<file path="config.mk">
export PLATFORM = sky130hd
export DESIGN_NAME = negedge_skid_buffer_flat
export DESIGN_NICKNAME = d
export VERILOG_FILES = /design/src/rtl/negedge_skid_buffer_pkg.sv /design/src/rtl/negedge_skid_buffer_if.sv /design/src/rtl/negedge_skid_buffer_datareg.sv /design/src/rtl/negedge_skid_buffer.sv /design/src/flat_wrapper.sv
export SDC_FILE = /design/constraint.sdc
export NUM_CORES = 1
export LEC_CHECK = 0
export ABC_AREA = 1
export CORE_AREA = 2 2 39 41
export DETAILED_ROUTE_END_ITERATION = 6
export DIE_AREA = 0 0 41 43
export DONT_BUFFER_PORTS = 1
export PLACE_DENSITY = 0.3
export SYNTH_ARGS = -nofsm -noshare
export SYNTH_HDL_FRONTEND = slang
export SYNTH_SLANG_ARGS = --single-unit
</file>
<file path="constraint.sdc">
create_clock -name clk -period 2.55 [get_ports clk]
set_clock_uncertainty 0.2 [all_clocks]
set_input_delay 0.765 -clock clk [delete_from_list [all_inputs] [get_ports clk]]
set_output_delay 0.765 -clock clk [all_outputs]
set_load 0.05 [all_outputs]
</file>
<file path="src/rtl/negedge_skid_buffer_pkg.sv">
// Shared state encoding and widths for the negedge skid buffer.
package negedge_skid_pkg;

   typedef logic [1:0] state_t;

   localparam state_t EMPTY = 2'd0;
   localparam state_t BUSY  = 2'd1;
   localparam state_t FULL  = 2'd2;

   localparam int STALL_CNT_W = 8;

endpackage

</file>
<file path="src/rtl/negedge_skid_buffer_if.sv">
// Valid/ready handshake bundle: upstream in_* side and downstream out_* side.
interface negedge_skid_buffer_if #(
   parameter int size = 1
);
   logic            in_valid;
   logic            in_ready;
   logic [size-1:0] in_data;
   logic            out_valid;
   logic            out_ready;
   logic [size-1:0] out_data;

   // slave is the buffer's view; master is the surrounding environment.
   modport slave (
      input  in_valid,
      input  in_data,
      input  out_ready,
      output in_ready,
      output out_valid,
      output out_data
   );

   modport master (
      output in_valid,
      output in_data,
      output out_ready,
      input  in_ready,
      input  out_valid,
      input  out_data
   );
endinterface

</file>
<file path="src/rtl/negedge_skid_buffer_datareg.sv">
// Enable-loaded data register, updated on negedge clk, async active-high clear.
module skid_datareg #(
   parameter int size = 1
) (
   input  logic            clk,
   input  logic            rst,
   input  logic            en,
   input  logic [size-1:0] d,
   output logic [size-1:0] q
);
   logic [size-1:0] data_d;
   logic [size-1:0] data_q;

   always_comb begin
      data_d = data_q;
      if (en) begin
         data_d = d;
      end
   end

   always_ff @(negedge clk or posedge rst) begin
      if (rst) begin
         data_q <= '0;
      end else begin
         data_q <= data_d;
      end
   end

   assign q = data_q;
endmodule

</file>
<file path="src/rtl/negedge_skid_buffer.sv">
// Two-entry negedge skid buffer: 1-negedge latency, in_ready/out_valid decoded from state only.
// Optional NEGEDGE_SKID_STALL_EN adds a saturating 8-bit stall_cnt output.
module negedge_skid_buffer
   import negedge_skid_pkg::*;
#(
   parameter int size = 1
) (
   input  logic clk,
   input  logic rst,
   negedge_skid_buffer_if.slave bus
`ifdef NEGEDGE_SKID_STALL_EN
   ,
   output logic [STALL_CNT_W-1:0] stall_cnt
`endif
);
   state_t          state_d;
   state_t          state_q;
   logic            in_ready_w;
   logic            out_valid_w;
   logic            in_fire;
   logic            out_fire;
   logic            main_en;
   logic            main_sel_skid;
   logic            skid_en;
   logic [size-1:0] main_in;
   logic [size-1:0] main_out;
   logic [size-1:0] skid_out;

   // rst gates in_ready so it rises straight out of reset without a clock edge.
   assign in_ready_w  = ~rst & (state_q != FULL);
   assign out_valid_w = (state_q != EMPTY);
   assign in_fire     = bus.in_valid & in_ready_w;
   assign out_fire    = out_valid_w & bus.out_ready;

   always_comb begin
      state_d       = state_q;
      main_en       = 1'b0;
      main_sel_skid = 1'b0;
      skid_en       = 1'b0;
      case (state_q)
         EMPTY: begin
            if (in_fire) begin
               main_en = 1'b1;
               state_d = BUSY;
            end
         end
         BUSY: begin
            if (in_fire && out_fire) begin
               main_en = 1'b1;
            end else if (in_fire) begin
               skid_en = 1'b1;
               state_d = FULL;
            end else if (out_fire) begin
               state_d = EMPTY;
            end
         end
         FULL: begin
            if (out_fire) begin
               main_en       = 1'b1;
               main_sel_skid = 1'b1;
               state_d       = BUSY;
            end
         end
         default: state_d = EMPTY;
      endcase
   end

   always_ff @(negedge clk or posedge rst) begin
      if (rst) begin
         state_q <= EMPTY;
      end else begin
         state_q <= state_d;
      end
   end

   assign main_in = main_sel_skid ? skid_out : bus.in_data;

   skid_datareg #(.size(size)) u_main (
      .clk (clk),
      .rst (rst),
      .en  (main_en),
      .d   (main_in),
      .q   (main_out)
   );

   skid_datareg #(.size(size)) u_skid (
      .clk (clk),
      .rst (rst),
      .en  (skid_en),
      .d   (bus.in_data),
      .q   (skid_out)
   );

   assign bus.in_ready  = in_ready_w;
   assign bus.out_valid = out_valid_w;
   assign bus.out_data  = main_out;

`ifdef NEGEDGE_SKID_STALL_EN
   logic [STALL_CNT_W-1:0] stall_cnt_d;
   logic [STALL_CNT_W-1:0] stall_cnt_q;

   always_comb begin
      stall_cnt_d = stall_cnt_q;
      if (out_valid_w && !bus.out_ready && (stall_cnt_q != '1)) begin
         stall_cnt_d = stall_cnt_q + STALL_CNT_W'(1);
      end
   end

   always_ff @(negedge clk or posedge rst) begin
      if (rst) begin
         stall_cnt_q <= '0;
      end else begin
         stall_cnt_q <= stall_cnt_d;
      end
   end

   assign stall_cnt = stall_cnt_q;
`endif
endmodule

</file>
<file path="src/flat_wrapper.sv">
// flat-port wrapper written by rule: the top's interface ports become plain ports
module negedge_skid_buffer_flat import negedge_skid_pkg::*;
#(
   parameter int size = 1
)
  (clk, rst, bus_in_valid, bus_in_data, bus_out_ready, bus_in_ready, bus_out_valid, bus_out_data);
  negedge_skid_buffer_if #(.size(size)) bus_i ();
  input  logic clk;
  input  logic rst;
  input wire logic [$bits(bus_i.in_valid)-1:0] bus_in_valid;
  input wire logic [$bits(bus_i.in_data)-1:0] bus_in_data;
  input wire logic [$bits(bus_i.out_ready)-1:0] bus_out_ready;
  output wire logic [$bits(bus_i.in_ready)-1:0] bus_in_ready;
  output wire logic [$bits(bus_i.out_valid)-1:0] bus_out_valid;
  output wire logic [$bits(bus_i.out_data)-1:0] bus_out_data;
  assign bus_i.in_valid = bus_in_valid;
  assign bus_i.in_data = bus_in_data;
  assign bus_i.out_ready = bus_out_ready;
  assign bus_in_ready = bus_i.in_ready;
  assign bus_out_valid = bus_i.out_valid;
  assign bus_out_data = bus_i.out_data;
  negedge_skid_buffer #(.size(size)) u_core (.clk(clk), .rst(rst), .bus(bus_i));
endmodule
</file>
==> results.sh, run 1 <==
export IMPL_status="finished with violations"
export IMPL_violations="setup timing"
export IMPL_syn_nets=37
export IMPL_critPathCaptureType="output pin"
export IMPL_whs_endpoint="u_core.u_skid.q"
export IMPL_cp_cell_sequence="inv_2 > nand2_2 > buf_12"
export IMPL_fillers=152
export IMPL_setup_viol_count_final=3
export IMPL_startpoint_type="flop"
export IMPL_coreArea_mm2=0.001384
export IMPL_vias=268
export IMPL_numCtsBuffers=3
export IMPL_clk_insertion_delay_late_ns=0.25
export IMPL_synth_seq_area_share_pct=41.24
export IMPL_tightest_slew_ns=0.1833
export IMPL_rsz0062_at_grt="yes"
export IMPL_antenna_found_initial=0
export IMPL_grt_pass1_vias=262
export IMPL_cts_tree="built"
export IMPL_syn2layout_area_growth_pct=81.44
export IMPL_viasPerCell=4.188
export IMPL_place_worst_setup_slack_ns=-0.4742
export IMPL_design_die_area_mm2=0.001763
export IMPL_setup_tns_ns=-1.948
export IMPL_pin_count=8
export IMPL_drt_total_wl_um=630
export IMPL_r2r_end="u_core.u_main.q"
export IMPL_fin_ws_ns=-0.7121
export IMPL_port_buffers=0
export IMPL_avgSynthCellArea_um2=7.585
export IMPL_met1_usage_pct=11.33
export IMPL_worstPathArrival_ns=2.30
export IMPL_track_usage_pct=9.557
export IMPL_synth_cells=32
export IMPL_hold_class="reg -> reg"
export IMPL_slowest_delay_ns=0.48
export IMPL_globalplace_congestion=0.7340
export IMPL_drive_gt1_share_pct=54.17
export IMPL_path_class="reg -> out"
export IMPL_finalMaxSlewViolations=0
export IMPL_busiest_layer="met2"
export IMPL_rr_startpoint="u_core.state_q[1]"
export IMPL_dpl_instance_area_um2=390.4
export IMPL_syn_cell_area_um2=242.7
export IMPL_path_clk_slew_ns=0.03
export IMPL_cts_htree_levels=1
export IMPL_gr_total_overflow=0
export IMPL_finalHoldViolCount=0
export IMPL_yosys_register_bits=4
export IMPL_power_mw=0.3049
export IMPL_clkSinkCount=4
export IMPL_dp_cells=58
export IMPL_ir_drop_uv=232.8
export IMPL_start_util_pct=17.54
export IMPL_crit_required_ns=1.59
export IMPL_met3_usage_pct=2.094
export IMPL_drc=0
export IMPL_die_w_um=41
export IMPL_slew_limit_headroom_pct=87.78
export IMPL_routedWlPerCell_um=9.844
export IMPL_crit_family="flip-flops"
export IMPL_cp_max_fo=3
export IMPL_stdcell_count=64
export IMPL_clockBufferDepth=2
export IMPL_fin_nets=55
export IMPL_synth_top_area_share_pct=41.24
export IMPL_rows=14
export IMPL_r2r_setup_slack_ns=1.12
export IMPL_whs_path_depth=2
export IMPL_worstRegToRegCells=8
export IMPL_yosys_area_top_type="dfrtn_1"
export IMPL_netlist_top_cells_area="dfrtn_1 41%, nand2_1 15%, nand2_2 10%"
export IMPL_final_design_area_no_fill_um2=440.4
export IMPL_hpwl_um=515.2
export IMPL_yosysUniqueCellTypes=12
export IMPL_grt_max_degree=6
export IMPL_dr_pass1_iters=4
export IMPL_crit_buf_inv=2
export IMPL_grt_pass1_wl_mm=1.069
export IMPL_cpMaxStageDelayCell="dfrtn_1"
export IMPL_leakagePower_nw=0.2127
export IMPL_drtIter0Drc=3
export IMPL_n_antenna_cell=0
export IMPL_ant_nets=0
export IMPL_cts_root_buf="clkbuf_4"
export IMPL_cap_violations=0
export IMPL_die_y_um=43
export IMPL_p_per_area_mw_per_mm2=692.3
export IMPL_yosys_warnings=0
export IMPL_hold_start="u_core.u_skid.q"
export IMPL_use_met2_pct=12.81
## report_power, final
| part | switching, mW | total, mW | internal (mW) |
|---|---|---|---|
| Sequential | 0.0110 | 0.0902 | 0.0792 |
| Clock | 0.0268 | 0.0795 | 0.0527 |
| Combinational | 0.0704 | 0.135 | 0.0648 |
## cells by family (layout without fill, tap and decap cells)
kind of cell	Yosys count	after routing	synth area share (%)
AND/OR/NAND/NOR	21	21	45.87
flip-flops	4	4	41.24
buffers and inverters	4	20	6.188
AO/OA/AOI/OAI	3	3	6.699
## through the flow
step,hold slack (ns),utilization [%]
floorplan,0.2075,-
global placement,0.2353,28.21
detailed placement,0.2353,28.21
CTS,0.2384,30.38
global route,0.2827,31.83
finish,0.2389,31.83
## routing by layer
layer  part of all wire, %  wire length (um)
met1                    44               280
met2                    47               293
met3                   6.3                40
met4                   2.5                16
met5                     0                 0
## cell usage in the layout, fill, tap and decap left out, drive strengths merged
cell | netlist | final
nand2 | 14 | 14
buf | 0 | 13
dfrtn | 4 | 4
nand3 | 4 | 4
clkbuf | 0 | 3
inv | 4 | 3
nand4 | 2 | 2
clkinvlp | 0 | 1
o21ai | 1 | 1
nor2 | 1 | 1
o22ai | 1 | 1
a21oi | 1 | 1
## repair_timing
item	CTS	global route
pin swaps	0	1
resized for setup	0	1
setup buffers	1	2
setup endpoints to repair	3	5
hold buffers	0	0
endpoints found under the hold margin	0	0
gates cloned	0	0
## synth_stat cells
cell type and number:
o22ai_1 1, o21ai_0 1, dfrtn_1 4, nand2_1 10, inv_1 2, inv_2 2
nor2_1 1, nand3_1 3, nand3_4 1, nand4_1 2, nand2_2 4, a21oi_1 1
## cell type report
cell class	instances	area, um2	share of cell area, %
Clock buffer	3	22.52	5.114
Timing Repair Buffer	13	135.1	30.68
Multi-Input combinational cell	24	143.9	32.67
Tap cell	16	20.02	4.545
Sequential cell	4	100.1	22.73
Inverter	4	18.77	4.261
## worst max-delay path by stage
stage,slack [ns],endpoint,from,cells past startpoint
3_5_place_dp,-0.47,bus_out_valid,u_core.state_q[1],3
5_1_grt,-0.75,bus_in_ready,u_core.state_q[0],3
6_report,-0.71,bus_out_valid,u_core.state_q[1],3
4_1_cts,-0.74,bus_out_valid,u_core.state_q[1],3
3_3_place_gp,-0.47,bus_out_valid,u_core.state_q[1],3
2_1_floorplan,-0.53,bus_in_ready,u_core.state_q[0],2
## state kept, by name, indices dropped and copies added, names as in the netlist
signal and flops:
u_core.state_q 2, u_core.u_main.q 1, u_core.u_skid.q 1
## worst min-delay path: stages, from the launching register on
cell	delay, ns
dfrtn_1	0.40
o21ai_1	0.07
nand2_1	0.05
Note: power is estimated with default switching activity, not from simulation.
==> run 2, diff against run 1 <==
--- a/config.mk
+++ b/config.mk
@@ -7,6 +7,7 @@
 export LEC_CHECK = 0
 export ABC_AREA = 1
 export CORE_AREA = 2 2 39 41
+export CTS_CLUSTER_DIAMETER = 200
 export DETAILED_ROUTE_END_ITERATION = 6
 export DIE_AREA = 0 0 41 43
 export DONT_BUFFER_PORTS = 1
==> constraint.sdc (replaced) <==
create_clock -name clk -period 3 [get_ports clk]
set_clock_uncertainty 0.2 [all_clocks]
set_input_delay 0.9 -clock clk [delete_from_list [all_inputs] [get_ports clk]]
set_output_delay 0.9 -clock clk [all_outputs]
set_load 0.05 [all_outputs]
==> run 2 against run 1 <==
Compared with the run above:
- the run still ends with setup timing left
- die area did not move
- sequential power fell by 15%
- design area is 1.1% lower
- critical path depth unchanged
- sequential share of layout area grew 0.26 points
- critical path type unchanged
==> results.sh, run 2 (same netlist as run 1, synthesis figures left out) <==
export IMPL_drc=0
export IMPL_cpMaxStageDelayCell="dfrtn_1"
export IMPL_crit_buf_inv=2
export IMPL_n_antenna_cell=0
export IMPL_drt_total_wl_um=621
export IMPL_top_register="u_core.state_q"
export IMPL_track_usage_pct=9.557
export IMPL_worstPathArrival_ns=2.52
export IMPL_crit_required_ns=1.90
export IMPL_dr_pass1_iters=2
export IMPL_final_design_area_no_fill_um2=435.4
export IMPL_grt_pass1_vias=262
export IMPL_rows=14
export IMPL_use_met2_pct=12.81
export IMPL_largest_reg_flops=2
export IMPL_fillers=152
export IMPL_fin_nets=55
export IMPL_cap_violations=0
export IMPL_cts_htree_levels=1
export IMPL_hold_buffers=0
export IMPL_place_worst_setup_slack_ns=-0.3842
export IMPL_finalMaxSlewViolations=0
export IMPL_cp_max_fo=3
export IMPL_design_die_area_mm2=0.001763
export IMPL_cts_tree="built"
export IMPL_die_w_um=41
export IMPL_violations="setup timing"
export IMPL_drive_gt1_share_pct=52.08
export IMPL_die_y_um=43
export IMPL_grt_max_degree=6
export IMPL_numCtsBuffers=3
export IMPL_startpoint_type="flop"
export IMPL_viasPerCell=4.266
export IMPL_grt_pass1_wl_mm=1.069
export IMPL_met3_usage_pct=2.094
export IMPL_setup_viol_count_final=3
export IMPL_slowest_delay_ns=0.48
export IMPL_routedWlPerCell_um=9.703
export IMPL_dpl_instance_area_um2=390.4
export IMPL_cts_resized=0
export IMPL_globalplace_congestion=0.7341
export IMPL_whs_ns=0.2380
export IMPL_clkSinkCount=4
export IMPL_seqCellArea_um2=100.1
export IMPL_tightest_slew_ns=0.1833
export IMPL_start_util_pct=17.54
export IMPL_finalHoldViolCount=0
export IMPL_port_buffers=0
export IMPL_clk_insertion_delay_late_ns=0.25
export IMPL_ir_drop_uv=194.0
export IMPL_mostFrequentLayoutCells="10 x nand2_1, 10 x buf_4, 4 x nand2_2, 4 x dfrtn_1"
export IMPL_cts_root_buf="clkbuf_4"
export IMPL_pin_count=8
export IMPL_slew_limit_headroom_pct=87.78
export IMPL_rsz0062_at_grt="yes"
export IMPL_syn2layout_area_growth_pct=79.38
export IMPL_p_per_area_mw_per_mm2=594.2
export IMPL_critPathCaptureType="output pin"
export IMPL_gr_total_overflow=0
export IMPL_cp_cell_sequence="inv_2 > nand2_2 > buf_12"
export IMPL_hold_class="reg -> reg"
export IMPL_vias=273
export IMPL_crit_family="flip-flops"
export IMPL_fin_ws_ns=-0.6229
export IMPL_ant_nets=0
export IMPL_busiest_layer="met2"
export IMPL_status="finished with violations"
export IMPL_coreArea_mm2=0.001384
export IMPL_clockBufferDepth=2
export IMPL_met1_usage_pct=11.33
export IMPL_path_class="reg -> out"
export IMPL_path_clk_slew_ns=0.03
export IMPL_multi_input_area_um2=138.9
export IMPL_hpwl_um=515.2
export IMPL_drtIter0Drc=4
export IMPL_antenna_found_initial=0
export IMPL_leakagePower_nw=0.2115
==> run 2: cell types whose count changed in the layout (fill, tap and decap cells not counted) <==
cell / before / now
nand3_2: 1 / 0
nand3_1: 2 / 3
==> run 2: worst register-to-register path, delay by kind of cell (launching register included) <==
family | cells | cell delay (ns)
flops | 1 | 0.48
buf+inv | 4 | 0.44
simple gates | 1 | 0.11
compound gates | 1 | 0.06
==> run 2: path summary, 6_finish.rpt <==
kind | from | end | depth (start not counted) | slack, ns
max in group asynchronous | rst | u_core.state_q[0] | 2 | 0.75
min | u_core.u_skid.q | u_core.u_skid.q | 2 | 0.24
min in group asynchronous | rst | u_core.u_skid.q | 2 | 1.72
max | u_core.state_q[1] | bus_out_valid | 3 | -0.62
max reg2reg | u_core.state_q[1] | u_core.state_q[1] | 6 | 1.54
min reg2reg | u_core.u_skid.q | u_core.u_skid.q | 2 | 0.24
==> run 2: routing by layer <==
metal,vias up,share of wire (%)
met5,-,0
met4,0,4.8
met3,5,6.4
met2,8,44
met1,122,44
li1,138,-
==> run 2: through the flow <==
stage / util, % / setup TNS, ns / total power, mW / cells
floorplan: - / -1.613 / 0.1330 / 32
global placement: 28.21 / -1.424 / 0.1884 / 58
detailed placement: 28.21 / -1.473 / 0.1889 / 58
CTS: 30.38 / -1.729 / 0.2623 / 62
global route: 31.46 / -1.792 / 0.2763 / 64
finish: 31.46 / -1.681 / 0.2587 / 64
==> run 2: cell type report <==
| type | instances | area share (%) |
|---|---|---|
| tap | 16 | 4.598 |
| multi-input combinational | 24 | 31.90 |
| timing repair buffer | 13 | 31.03 |
| inverter | 4 | 4.310 |
| sequential | 4 | 22.99 |
| clock buffer | 3 | 5.172 |
==> run 2: what timing repair did <==
action	CTS	global route
buffers inserted	1	2
setup endpoints to repair	3	3
pin swaps	0	1
endpoints found under the hold margin	0	0
cloned	0	0
==> run 2: where the power goes <==
group          total, mW  internal [mW]  switching [mW]
combinational      0.114         0.0546          0.0590
sequential        0.0766         0.0673         0.00928
clock             0.0685         0.0449          0.0236
